<file path="src/rtl/vx_alu_issue_arb.sv">
// vx_alu_issue_arb
//   Round-robin arbiter sharing one ALU request port among NUM_REQS issue
//   requesters. At most one request is granted per cycle into a registered
//   output stage. With ALU_ARB_BR_LOCK_EN defined, a warp that has issued a
//   branch is blocked until the branch-control response for that warp returns.
//
// Configuration macro: ALU_ARB_BR_LOCK_EN (branch lockout, default off)
//
// Ports
//   clk, reset              clock, synchronous active-high reset
//   req_valid/data/wid/is_br per-requester request (flattened per requester)
//   req_ready               one-hot grant (combinational)
//   out_valid/data/wid/sel  registered request toward the ALU
//   out_ready               ALU accepts
//   br_valid, br_wid        branch resolved for warp br_wid
//   br_pending              per-warp branch-pending mask
module vx_alu_issue_arb #(
    parameter int NUM_REQS  = 4,
    parameter int DATAW     = 64,
    parameter int NUM_WARPS = 4,
    parameter int NW_BITS   = (NUM_WARPS > 1) ? $clog2(NUM_WARPS) : 1,
    parameter int REQ_SELW  = $clog2(NUM_REQS)
) (
    input  logic                        clk,
    input  logic                        reset,
    input  logic [NUM_REQS-1:0]         req_valid,
    input  logic [NUM_REQS*DATAW-1:0]   req_data,
    input  logic [NUM_REQS*NW_BITS-1:0] req_wid,
    input  logic [NUM_REQS-1:0]         req_is_br,
    output logic [NUM_REQS-1:0]         req_ready,
    output logic                        out_valid,
    output logic [DATAW-1:0]            out_data,
    output logic [NW_BITS-1:0]          out_wid,
    output logic [REQ_SELW-1:0]         out_sel,
    input  logic                        out_ready,
    input  logic                        br_valid,
    input  logic [NW_BITS-1:0]          br_wid,
    output logic [NUM_WARPS-1:0]        br_pending
);

    logic [NUM_REQS-1:0] elig;
    logic                en;
    logic                gnt_any;
    logic                gnt_vld;
    logic [REQ_SELW-1:0] gnt_idx;
    logic [REQ_SELW:0]   cand;
    logic [NW_BITS-1:0]  gnt_wid;
    logic [REQ_SELW-1:0] ptr;

    assign en = out_ready | ~out_valid;

`ifdef ALU_ARB_BR_LOCK_EN
    logic [NUM_WARPS-1:0] pend_q;
    logic [NUM_WARPS-1:0] pend_nxt;

    assign br_pending = pend_q;

    // A requester whose warp has a branch in flight is not eligible.
    always_comb begin
        elig = req_valid;
        for (int i = 0; i < NUM_REQS; i++) begin
            for (int w = 0; w < NUM_WARPS; w++) begin
                if (req_wid[i*NW_BITS +: NW_BITS] == NW_BITS'(w) && pend_q[w])
                    elig[i] = 1'b0;
            end
        end
    end

    // Clear first, then set, so a forced same-warp set/clear leaves it pending.
    always_comb begin
        pend_nxt = pend_q;
        if (br_valid) begin
            for (int w = 0; w < NUM_WARPS; w++)
                if (br_wid == NW_BITS'(w)) pend_nxt[w] = 1'b0;
        end
        if (gnt_vld && req_is_br[gnt_idx]) begin
            for (int w = 0; w < NUM_WARPS; w++)
                if (gnt_wid == NW_BITS'(w)) pend_nxt[w] = 1'b1;
        end
    end

    always_ff @(posedge clk) begin
        if (reset) pend_q <= '0;
        else       pend_q <= pend_nxt;
    end
`else
    logic unused_br;

    assign elig       = req_valid;
    assign br_pending = '0;
    assign unused_br  = ^{br_valid, br_wid, req_is_br};
`endif

    // Round-robin pick: scan offsets from the far end down to zero so the
    // eligible index closest to ptr is the last (winning) assignment.
    always_comb begin
        gnt_any = 1'b0;
        gnt_idx = '0;
        cand    = '0;
        for (int j = NUM_REQS-1; j >= 0; j--) begin
            cand = {1'b0, ptr} + (REQ_SELW+1)'(j);
            if (cand >= (REQ_SELW+1)'(NUM_REQS))
                cand = cand - (REQ_SELW+1)'(NUM_REQS);
            if (elig[cand[REQ_SELW-1:0]]) begin
                gnt_any = 1'b1;
                gnt_idx = cand[REQ_SELW-1:0];
            end
        end
    end

    // No grant may be presented while reset is asserted.
    assign gnt_vld = gnt_any & en & ~reset;
    assign gnt_wid = req_wid[int'(gnt_idx)*NW_BITS +: NW_BITS];

    always_comb begin
        req_ready = '0;
        if (gnt_vld) req_ready[gnt_idx] = 1'b1;
    end

    always_ff @(posedge clk) begin
        if (reset) begin
            ptr       <= '0;
            out_valid <= 1'b0;
            out_data  <= '0;
            out_wid   <= '0;
            out_sel   <= '0;
        end else if (en) begin
            out_valid <= gnt_vld;
            if (gnt_vld) begin
                out_data <= req_data[int'(gnt_idx)*DATAW +: DATAW];
                out_wid  <= gnt_wid;
                out_sel  <= gnt_idx;
                ptr      <= (gnt_idx == REQ_SELW'(NUM_REQS-1)) ? '0 : gnt_idx + 1'b1;
            end
        end
    end

endmodule
</file>
<file path="config.mk">
export PLATFORM = sky130hd
export DESIGN_NAME = vx_alu_issue_arb
export DESIGN_NICKNAME = d
export VERILOG_FILES = /design/src/rtl/vx_alu_issue_arb.sv
export SDC_FILE = /design/constraint.sdc
export NUM_CORES = 1
export LEC_CHECK = 0
export CAP_MARGIN = 10
export CORE_AREA = 2 2 138 140
export DETAILED_ROUTE_END_ITERATION = 6
export DIE_AREA = 0 0 140 142
export HOLD_SLACK_MARGIN = 0.02
export PLACE_DENSITY = 0.73
export SLEW_MARGIN = 20
export SYNTH_ARGS = -nofsm -noshare
export SYNTH_HDL_FRONTEND = slang
export SYNTH_SLANG_ARGS = --single-unit
export TNS_END_PERCENT = 20
</file>
<file path="constraint.sdc">
create_clock -name clk -period 5.1 [get_ports clk]
set_clock_uncertainty 0.1 [all_clocks]
set_input_delay 1.02 -clock clk [delete_from_list [all_inputs] [get_ports clk]]
set_output_delay 1.02 -clock clk [all_outputs]
set_load 0.01 [all_outputs]
</file>
# ---- Word level (Yosys, flattened, before mapping)
# Cells that the tools add are included.
# Widths: inputs -> output; s select.
dict set report word_totals {
  output_inout_bits 77
  word_cells 57
  mem_bits_ro 0
  ff_bits 71
  mem_count 0
  mem_bits_rw 0
  inputBits 278
  latch_bits 0
}
dict set report classes {
  shift 2
  bitwise_logic 5
  magnitude_cmp 10
  n_mul 0
  mux 24
  addsub 8
  n_div 0
  eq_ne 1
  n_reduce_logical 2
}
# operator n
set ops {}
lappend ops {{$shiftx 256x9->64} 1}
lappend ops {{$mux 2} 9}
lappend ops {{$lt 2x3->1 const B} 5}
lappend ops {{$ge 3x3->1 const B} 3}
lappend ops {{$mux 1} 9}
lappend ops {{$bmux 1 s2} 4}
lappend ops {{$shiftx 8x4->2} 1}
lappend ops {{$sub 2x1->2 const B} 4}
lappend ops {{$add 2x2->3 const B} 2}
lappend ops {{$mux 4} 1}
lappend ops {{$add 2x1->3 const B} 1}
lappend ops {{$ge 2x3->1 const B} 1}
lappend ops {{$add 2x1->2 const B} 1}
lappend ops {{$and 1x1->1} 2}
lappend ops {{$demux 1 s2} 1}
lappend ops {{$eq 2x2->1 const B} 1}
lappend ops {{$ge 2x1->1 const B} 1}
lappend ops {{$not 1->1} 2}
lappend ops {{$reduce_and 2->1} 1}
lappend ops {{$logic_and 1x1->1} 1}
lappend ops {{$or 1x1->1} 1}

# ---- Depth between registers and ports, before layout
# Gate-level depths: netlist of the first run.
dict set report logic_depth {
  depth_word 14
  mapped_depth 8
  mapped_depth_nobuf 6
}

# ---- Least setup slack after synthesis of the first run
# No wires, ideal clock.
dict set report synth_path {
  path_type {input port to output port}
  from {input port req_valid[0]}
  to {output port req_ready[3]}
  required_time_ns 3.980
  stages 7
  path_slack_ns 1.875
  path_buffers 2
  t_arrival_ns 2.105
  cell_sequence {nand2b_1 and2b_1 o22a_2 buf_6 buf_4 ha_1 and2_1}
}
dict set report synth_via {
  elab_chain_len 11
  elab_cells_between_ends 24
  cone_classes {order compare (2); mux (19); bitwise (2); reduce/logical (1)}
}
# element line
set synth_rtl {}
lappend synth_rtl {{from (decl)} 26} ;# input logic [NUM_REQS-1:0] req_valid,
lappend synth_rtl {{$bmux 1 s2} 104} ;# if (elig[cand[REQ_SELW-1:0]]) begin
lappend synth_rtl {{$mux 1 (implied by the code)} 104}
lappend synth_rtl {{$mux 2 (4 in a row)} 104}
lappend synth_rtl {{$lt 2x3->1 (implied by the code) / $ge 2x1->1 (equally long branches)} 117} ;# if (gnt_vld) req_ready[gnt_idx] = 1'b1;
lappend synth_rtl {{$logic_and 1x1->1 (implied by the code)} 117}
lappend synth_rtl {{$mux 1 (implied by the code)} 117}
lappend synth_rtl {{$demux 1 s2} 117}
lappend synth_rtl {{$mux 4 (*)} 117}
lappend synth_rtl {{to (decl)} 30} ;# output logic [NUM_REQS-1:0] req_ready,
# Every way passes the cells marked *; elsewhere a longest branch is shown, timed or not. The select of a mux whose other input is x is not followed.

# ---- Worst setup path in the final report of the first run
dict set report layout_path {
  from {input port req_valid[0]}
  to {output port req_ready[0]}
}
# Same word-level chain as after synthesis.

==> summary.md, run 1 <==
| Metric | Value |
|---|---|
| Status | finished, violations left |
| Failing checks | design-rule violations |
| Setup violators final | 0 |
| Die W | 140 um |
| Sequential element share of the synthesized area | 0.329 |
| CTS Sinks | 71 |
| Pleak | 3.01 nW |
| Yosys warnings | 0 |
| Setup_tns | 0 ps |
| Dpl ws | 890 ps |
| Synthesis-stage register bit count | 71 |
| Post-Syn Area per Cell | 10.5 um^2 |
| CTS Root Cell | clkbuf_16 |
| Clock slew seen by the registers of the worst setup and hold paths | 60 ps |
| Maxcap violations | 0 |
| Vias in the first global route | 4580 |
| WP data required | 3980 ps |
| Via count | 4492 |
| CP Launch Point | req_valid[0] |
| GRT Resource Usage Total | 0.156 |
| FF-to-FF End | out_data[23] |
| Cts bufs inserted | 9 |
| Power Density | 282 nW/um^2 |
| Routed WL per cell | 16.5 um |
| Top Ports | 355 |
| Num rows | 50 |
| Detailed Place HPWL | 12000 um |
| Die height | 142 um |
| Ranking of synthesized cells by area | dfxtp_1 (33%), mux2i_1 (31%), o221ai_1 (9.3%) |
| Via density per instance | 4.63 |
| Capturing element type of the critical path | output port |
| Highest Clock Rate | 238 MHz |
| Grt ovf | 0 |
| Nets | 1013 |
| Worst R2R Setup Slack | 2480 ps |
| Slew @ Worst Pin | 1070 ps |
| Hold_sp | out_data[19] |
| Post-route minimum period | 4200 ps |
| Utilization after layout | 0.436 |
| Slew headroom | 0.287 |
| R2r worst-path depth | 6 |
| WL final | 16000 um |
| Post-synthesis cell type count | 30 |
| CTS tree | yes |
| Critical-path maximum fanout | 26 |
| Hold Crit Class | flip-flop to flip-flop |
| Peak supply drop | 0.000153 V |
| Synth Cell Area | 4320 um^2 |
| Area grow syn2layout | 86.4% |
| Fin crit share | 0.824 |
| Fraction of layout cells with a size suffix above 1 | 0.0665 |
| Largest net degree at the start of global routing | 67 |
| Die ar. | 19900 um^2 |
| Crit Path Class | input port to output port |
| Antenna violations before repair | 0 |
| H-tree depth | 3 |
| Hold_buf cts | 0 |
| Input/output buffers | 343 |
| Max Slew Vio Count | 0 |
| Number of routed nets with antenna violations | 0 |
| Core Region | 18500 um^2 |
| Mapped Cells | 412 |
| Ant diodes | 0 |
| Hold path depth | 2 |
| Cell Count, Final, Fillers Out | 971 |
| Worst Hold Margin | 360 ps |
| Post-CTS Repair Setup Buffers | 0 |
| Clk buf depth | 2 |
| Iter 0 DRT Violations | 170 |
| Crit path launch type | input port |
| RSZ-0062 raised after global routing | false |
| Reg2reg start | ptr[1] |
| Final Hold Vio Count | 0 |
| Cts repair resizes | 0 |
| Worst setup margin | 898 ps |
| Initial core utilization | 0.234 |
| First-pass GRT wire length | 24500 um |
| WP data arrival | 3080 ps |
| Clk_lat worst skew | 340 ps |
| GP Congestion | 0.767 |
| Share of the synthesized area in the top cell type | 0.329 |
| Synth area leader | dfxtp_1 |
| Post-route DRC violation count | 25 |
| Hold-critical path endpoint | out_data[19] |
| TritonRoute pass-1 iters | 7 |
| DP Cell Count | 957 |
-- where the power goes --
group / internal, mW / switching [mW] / leakage [nW]
combinational: 0.547 / 0.375 / 2.29
sequential: 0.656 / 0.0549 / 0.589
clock: 0.385 / 0.249 / 0.140
-- metal layers --
layer	GRT usage	up-vias	wire length [um]
met1	0.176	2072	6360
met2	0.276	205	7890
met5	0	-	0
met4	0.0590	0	354
li1	-	2190	-
met3	0.0508	25	1380
-- how the worst max path moves through the flow --
stage                        end  slack, ps  depth (start not counted)
detailed placement  req_ready[0]        890                          7
global placement    req_ready[0]        910                          7
floorplan           req_ready[3]       1880                          7
finish              req_ready[0]        900                          7
CTS                 req_ready[0]        890                          7
global route        req_ready[0]        800                          7
-- Yosys cell counts --
library cell  instances
a21o_1                1
conb_1                1
buf_12                3
nor2b_4               1
nand2_2               1
buf_4                10
and2_1                1
ha_1                  1
nand2_1              67
a21oi_4               1
inv_1                 4
nor2_1                8
a211oi_1              1
o221ai_2             20
mux2i_1             135
buf_6                15
o221ai_1             46
clkbuf_1              4
nor4_2                1
dfxtp_1              71
nand2b_2              1
nand2b_1              2
nor2_4                1
a211oi_4              1
o22ai_1               1
and2b_1               1
buf_2                 9
a21oi_1               2
o22a_2                1
a21oi_2               1
-- cells in the final DEF (no fill, tap or decap) --
master,netlist,routed
nand2_1,67,67
clkinv_2,0,2
a21oi_4,1,1
nor4_2,1,1
nor2b_4,1,1
nor2_4,1,1
clkbuf_8,0,1
dfxtp_1,71,71
a211oi_4,1,1
a21o_1,1,1
and2_1,1,1
bufinv_16,0,1
a21oi_2,1,1
inv_1,4,4
buf_4,10,5
a211oi_1,1,1
nand2b_4,0,1
nand2_2,1,1
o221ai_1,46,46
o22a_4,0,1
clkbuf_16,0,9
and2b_1,1,1
o221ai_2,20,20
nand2b_1,2,2
o22ai_1,1,1
buf_12,3,1
clkdlybuf4s50_1,0,343
a21oi_1,2,2
ha_1,1,1
mux2i_1,135,135
clkinvlp_4,0,1
nor2_1,8,8
conb_1,1,4
-- critical path, cell delays in order --
cell	delay (ps)
clkdlybuf4s50_1	480
a21o_1	200
a21oi_1	180
o22a_4	210
buf_4	390
nor2_1	90
clkdlybuf4s50_1	510
-- kinds of logic (layout without fill, tap and decap cells) --
kind of cell	count (synthesis)	count (layout)	share of synthesized area
AO/OA/AOI/OAI	75	75	0.183
AND/OR/NAND/NOR	84	84	0.0835
multiplexers	135	135	0.313
buffers and inverters	45	367	0.0878
flip-flops	71	71	0.329
adder cells (fa/ha/maj)	1	1	0.00290
other	1	4	0.000868
-- cell type report --
cell class              count  area [um^2]
repair buffers            349         3490
clock inverters             4         47.5
flip-flops and latches     71         1420
fillers                  1773        10400
inverters                   4         15.0
clock buffers              10          239
well taps                 234          293
multi-input cells         299         2540
-- flip-flops by register name, indices dropped and copies added, names as in the netlist --
register / flops
out_sel: 2
out_valid: 1
ptr: 2
out_wid: 2
out_data: 64
-- through the flow --
step,cell area [um^2],power [mW]
after floorplan,4330,1.20
final,8050,2.27
after detailed placement,7760,1.65
after global routing,8050,2.39
after CTS,8050,2.30
after global placement,7760,1.64
(Power assumes the default switching activity.)
==> inputs of run 2 (changes only) <==
CORE_AREA = 2 2 136 138   (was 2 2 138 140)
DIE_AREA = 0 0 138 140   (was 0 0 140 142)
PLACE_DENSITY = 0.75   (was 0.73)
clock period = 4.35 ns   (was 5.1 ns; I/O delays follow)
==> run 2 against run 1 <==
The flow now finishes without violations. Total power is 18% higher. Sequential share of layout area is essentially flat. Flip-flop and latch count is the same. Final area is 0.20% higher. Core utilization rose by 1.7 points. Combinational power grew 17%. Wire length decreased by 0.50%. Die area shrank 2.8%. First-iteration DRC count is 3.5% higher. Worst setup slack lost 370 ps. Critical endpoint is now req_ready[3].
==> summary.md, run 2 (synthesis gave the netlist of run 1 again) <==
| Metric | Value |
|---|---|
| Worst R2R Setup Slack | 1480 ps (-1000 ps) |
| Via count | 4497 (+0.11%) |
| RSZ-0062 raised after global routing | false |
| Status | finished clean |
| R2r worst-path depth | 7 (+1) |
| Slowest stage delay, CP | 560 ps (+50 ps) |
| Routed WL per cell | 16.4 um (-0.50%) |
| Setup_tns | 0 ps (unchanged) |
| Cts bufs inserted | 9 (unchanged) |
| Peak supply drop | 0.000251 V (+63%) |
| CTS Root Cell | clkbuf_16 |
| GP Congestion | 0.771 (+0.53%) |
| Detailed Place HPWL | 12200 um (+1.6%) |
| Reg2reg start | ptr[1] |
| Hold_buf cts | 0 (unchanged) |
| Num rows | 49 (-2.0%) |
| Hold-critical path endpoint | out_data[50] |
| Die ar. | 19300 um^2 (-2.8%) |
| TritonRoute pass-1 iters | 4 (-3) |
| FF-to-FF End | out_data[39] |
| Hold_sp | out_data[50] |
| Grt ovf | 0 (unchanged) |
| Iter 0 DRT Violations | 176 (+3.5%) |
| Area grow syn2layout | 86.8% |
| Setup violators final | 0 (unchanged) |
| CTS Sinks | 71 (unchanged) |
| Critical-path maximum fanout | 5 (-81%) |
| Post-placement cell area | 7760 um^2 (about the same) |
| Worst setup margin | 533 ps (-365 ps) |
| First-pass GRT wire length | 24700 um (+1.1%) |
| Fin area | 8060 um^2 (+0.20%) |
| Top Ports | 355 (unchanged) |
| Initial core utilization | 0.243 (+0.00889) |
| Power Density | 331 nW/um^2 (+17%) |
| Capturing element type of the critical path | output port |
| Commonest non-fill, non-tap cell in the layout | clkdlybuf4s50_1 |
| Die W | 138 um (-1.4%) |
| Hold path depth | 2 (unchanged) |
| Dpl ws | 496 ps (-394 ps) |
| WL final | 15900 um (-0.50%) |
| CTS tree | yes |
| Fin crit share | 0.878 |
| Vias in the first global route | 4569 (-0.24%) |
| Cell Count, Final, Fillers Out | 971 (unchanged) |
| Crit Path Class | input port to output port |
| WP data required | 3380 ps (-600 ps) |
| Post-route DRC violation count | 0 (-100%) |
| Ant diodes | 0 (unchanged) |
| Clock slew seen by the registers of the worst setup and hold paths | 60 ps (about the same) |
| Highest Clock Rate | 262 MHz |
| Hold Crit Class | flip-flop to flip-flop |
| Reg with most FFs | out_data |
| Max reg flops | 64 (unchanged) |
| Commonest cells after routing, fill and taps aside | clkdlybuf4s50_1 (343), mux2i_1 (135), dfxtp_1 (71) |
| Number of routed nets with antenna violations | 0 (unchanged) |
| Critical-path top delay cell | clkdlybuf4s50_1 |
| Nets | 1016 (+0.30%) |
| GRT Resource Usage Total | 0.160 (+0.00395) |
| Post-route minimum period | 3820 ps |
| Slew @ Worst Pin | 932 ps (-137 ps) |
| Slew headroom | 0.378 (+0.0914) |
| Die height | 140 um (-1.4%) |
| Family with the most delay on the worst path | buffers and inverters |
| Clk_lat worst skew | 340 ps (about the same) |
| CP most frequent cell | clkdlybuf4s50_1 |
| H-tree depth | 3 (unchanged) |
| Final Hold Vio Count | 0 (unchanged) |
| Post-CTS Repair Setup Buffers | 0 (unchanged) |
| DP Cell Count | 955 (-0.21%) |
| Cts repair resizes | 0 (unchanged) |
| Fillers | 1728 (-2.5%) |
| Max Slew Vio Count | 0 (unchanged) |
| Pleak | 3.03 nW (+0.52%) |
| Fraction of layout cells with a size suffix above 1 | 0.0728 (+0.00629) |
| Maxcap violations | 0 (unchanged) |
| Antenna violations before repair | 0 (unchanged) |
| CP Cell Sequence | clkdlybuf4s50_1, nand2b_1, a21oi_2, a211oi_4, ha_1, and2_1, clkdlybuf4s50_1 |
| Crit path launch type | input port |
| Via density per instance | 4.63 (+0.11%) |
| CP bufs+invs | 2 (-1) |
| Input/output buffers | 343 (unchanged) |
| Largest net degree at the start of global routing | 67 (unchanged) |
| Core Region | 17800 um^2 (-3.7%) |
| Clk buf depth | 2 (unchanged) |
| WP data arrival | 2850 ps (-230 ps) |
-- run 2: changes by cell type in the layout (fill, tap and decap cells not counted), sizes merged --
| cell | before | now |
|---|---|---|
| buf | 6 | 9 |
| clkinv | 2 | 3 |
| clkinvlp | 1 | 2 |
-- run 2: layout make-up --
cell class | count | area [um^2] | share of cell area
Clock buffer | 10 | 239 | 0.0296
Clock inverter | 6 | 60.1 | 0.00745
Inverter | 4 | 15.0 | 0.00186
Multi-Input combinational cell | 299 | 2540 | 0.315
Sequential cell | 71 | 1420 | 0.176
Tap cell | 229 | 287 | 0.0355
Timing Repair Buffer | 352 | 3500 | 0.434
-- run 2: worst reg2reg max path: stages, from the launching register on --
cell and delay [ps]:
dfxtp_1 390, a21o_1 180, a21oi_1 160, o22a_4 230
buf_4 550, buf_4 620, mux2i_1 340, o221ai_2 130
-- run 2: how the worst max path moves through the flow --
| stage | startpoint | depth (start not counted) | end |
|---|---|---|---|
| 6_report | req_valid[1] | 7 | req_ready[3] |
| 3_5_place_dp | req_valid[0] | 8 | out_data[40] |
| 5_1_grt | req_valid[1] | 7 | req_ready[3] |
| 4_1_cts | req_valid[1] | 7 | req_ready[3] |
| 3_3_place_gp | req_valid[0] | 8 | out_data[40] |
| 2_1_floorplan | req_valid[0] | 7 | req_ready[3] |
-- run 2: through the flow --
stage | utilization | hold slack (ps) | total power, mW
final | 0.454 | 359 | 2.67
after global routing | 0.454 | 384 | 2.81
after CTS | 0.454 | 366 | 2.71
after detailed placement | 0.437 | 346 | 1.93
after global placement | 0.437 | 343 | 1.92
after floorplan | - | 394 | 1.41
-- run 2: metal layers --
| layer | wire [um] | GRT usage | vias up | part of all wire |
|---|---|---|---|---|
| met5 | 0 | 0 | - | 0 |
| met2 | 7710 | 0.267 | 213 | 0.49 |
| met1 | 6660 | 0.192 | 2049 | 0.42 |
| li1 | - | - | 2210 | - |
| met3 | 1140 | 0.0540 | 25 | 0.072 |
| met4 | 376 | 0.0575 | 0 | 0.024 |
-- run 2: power breakdown --
group / internal, mW / switching [mW]
logic: 0.639 / 0.437
registers: 0.769 / 0.0637
clock network: 0.457 / 0.302
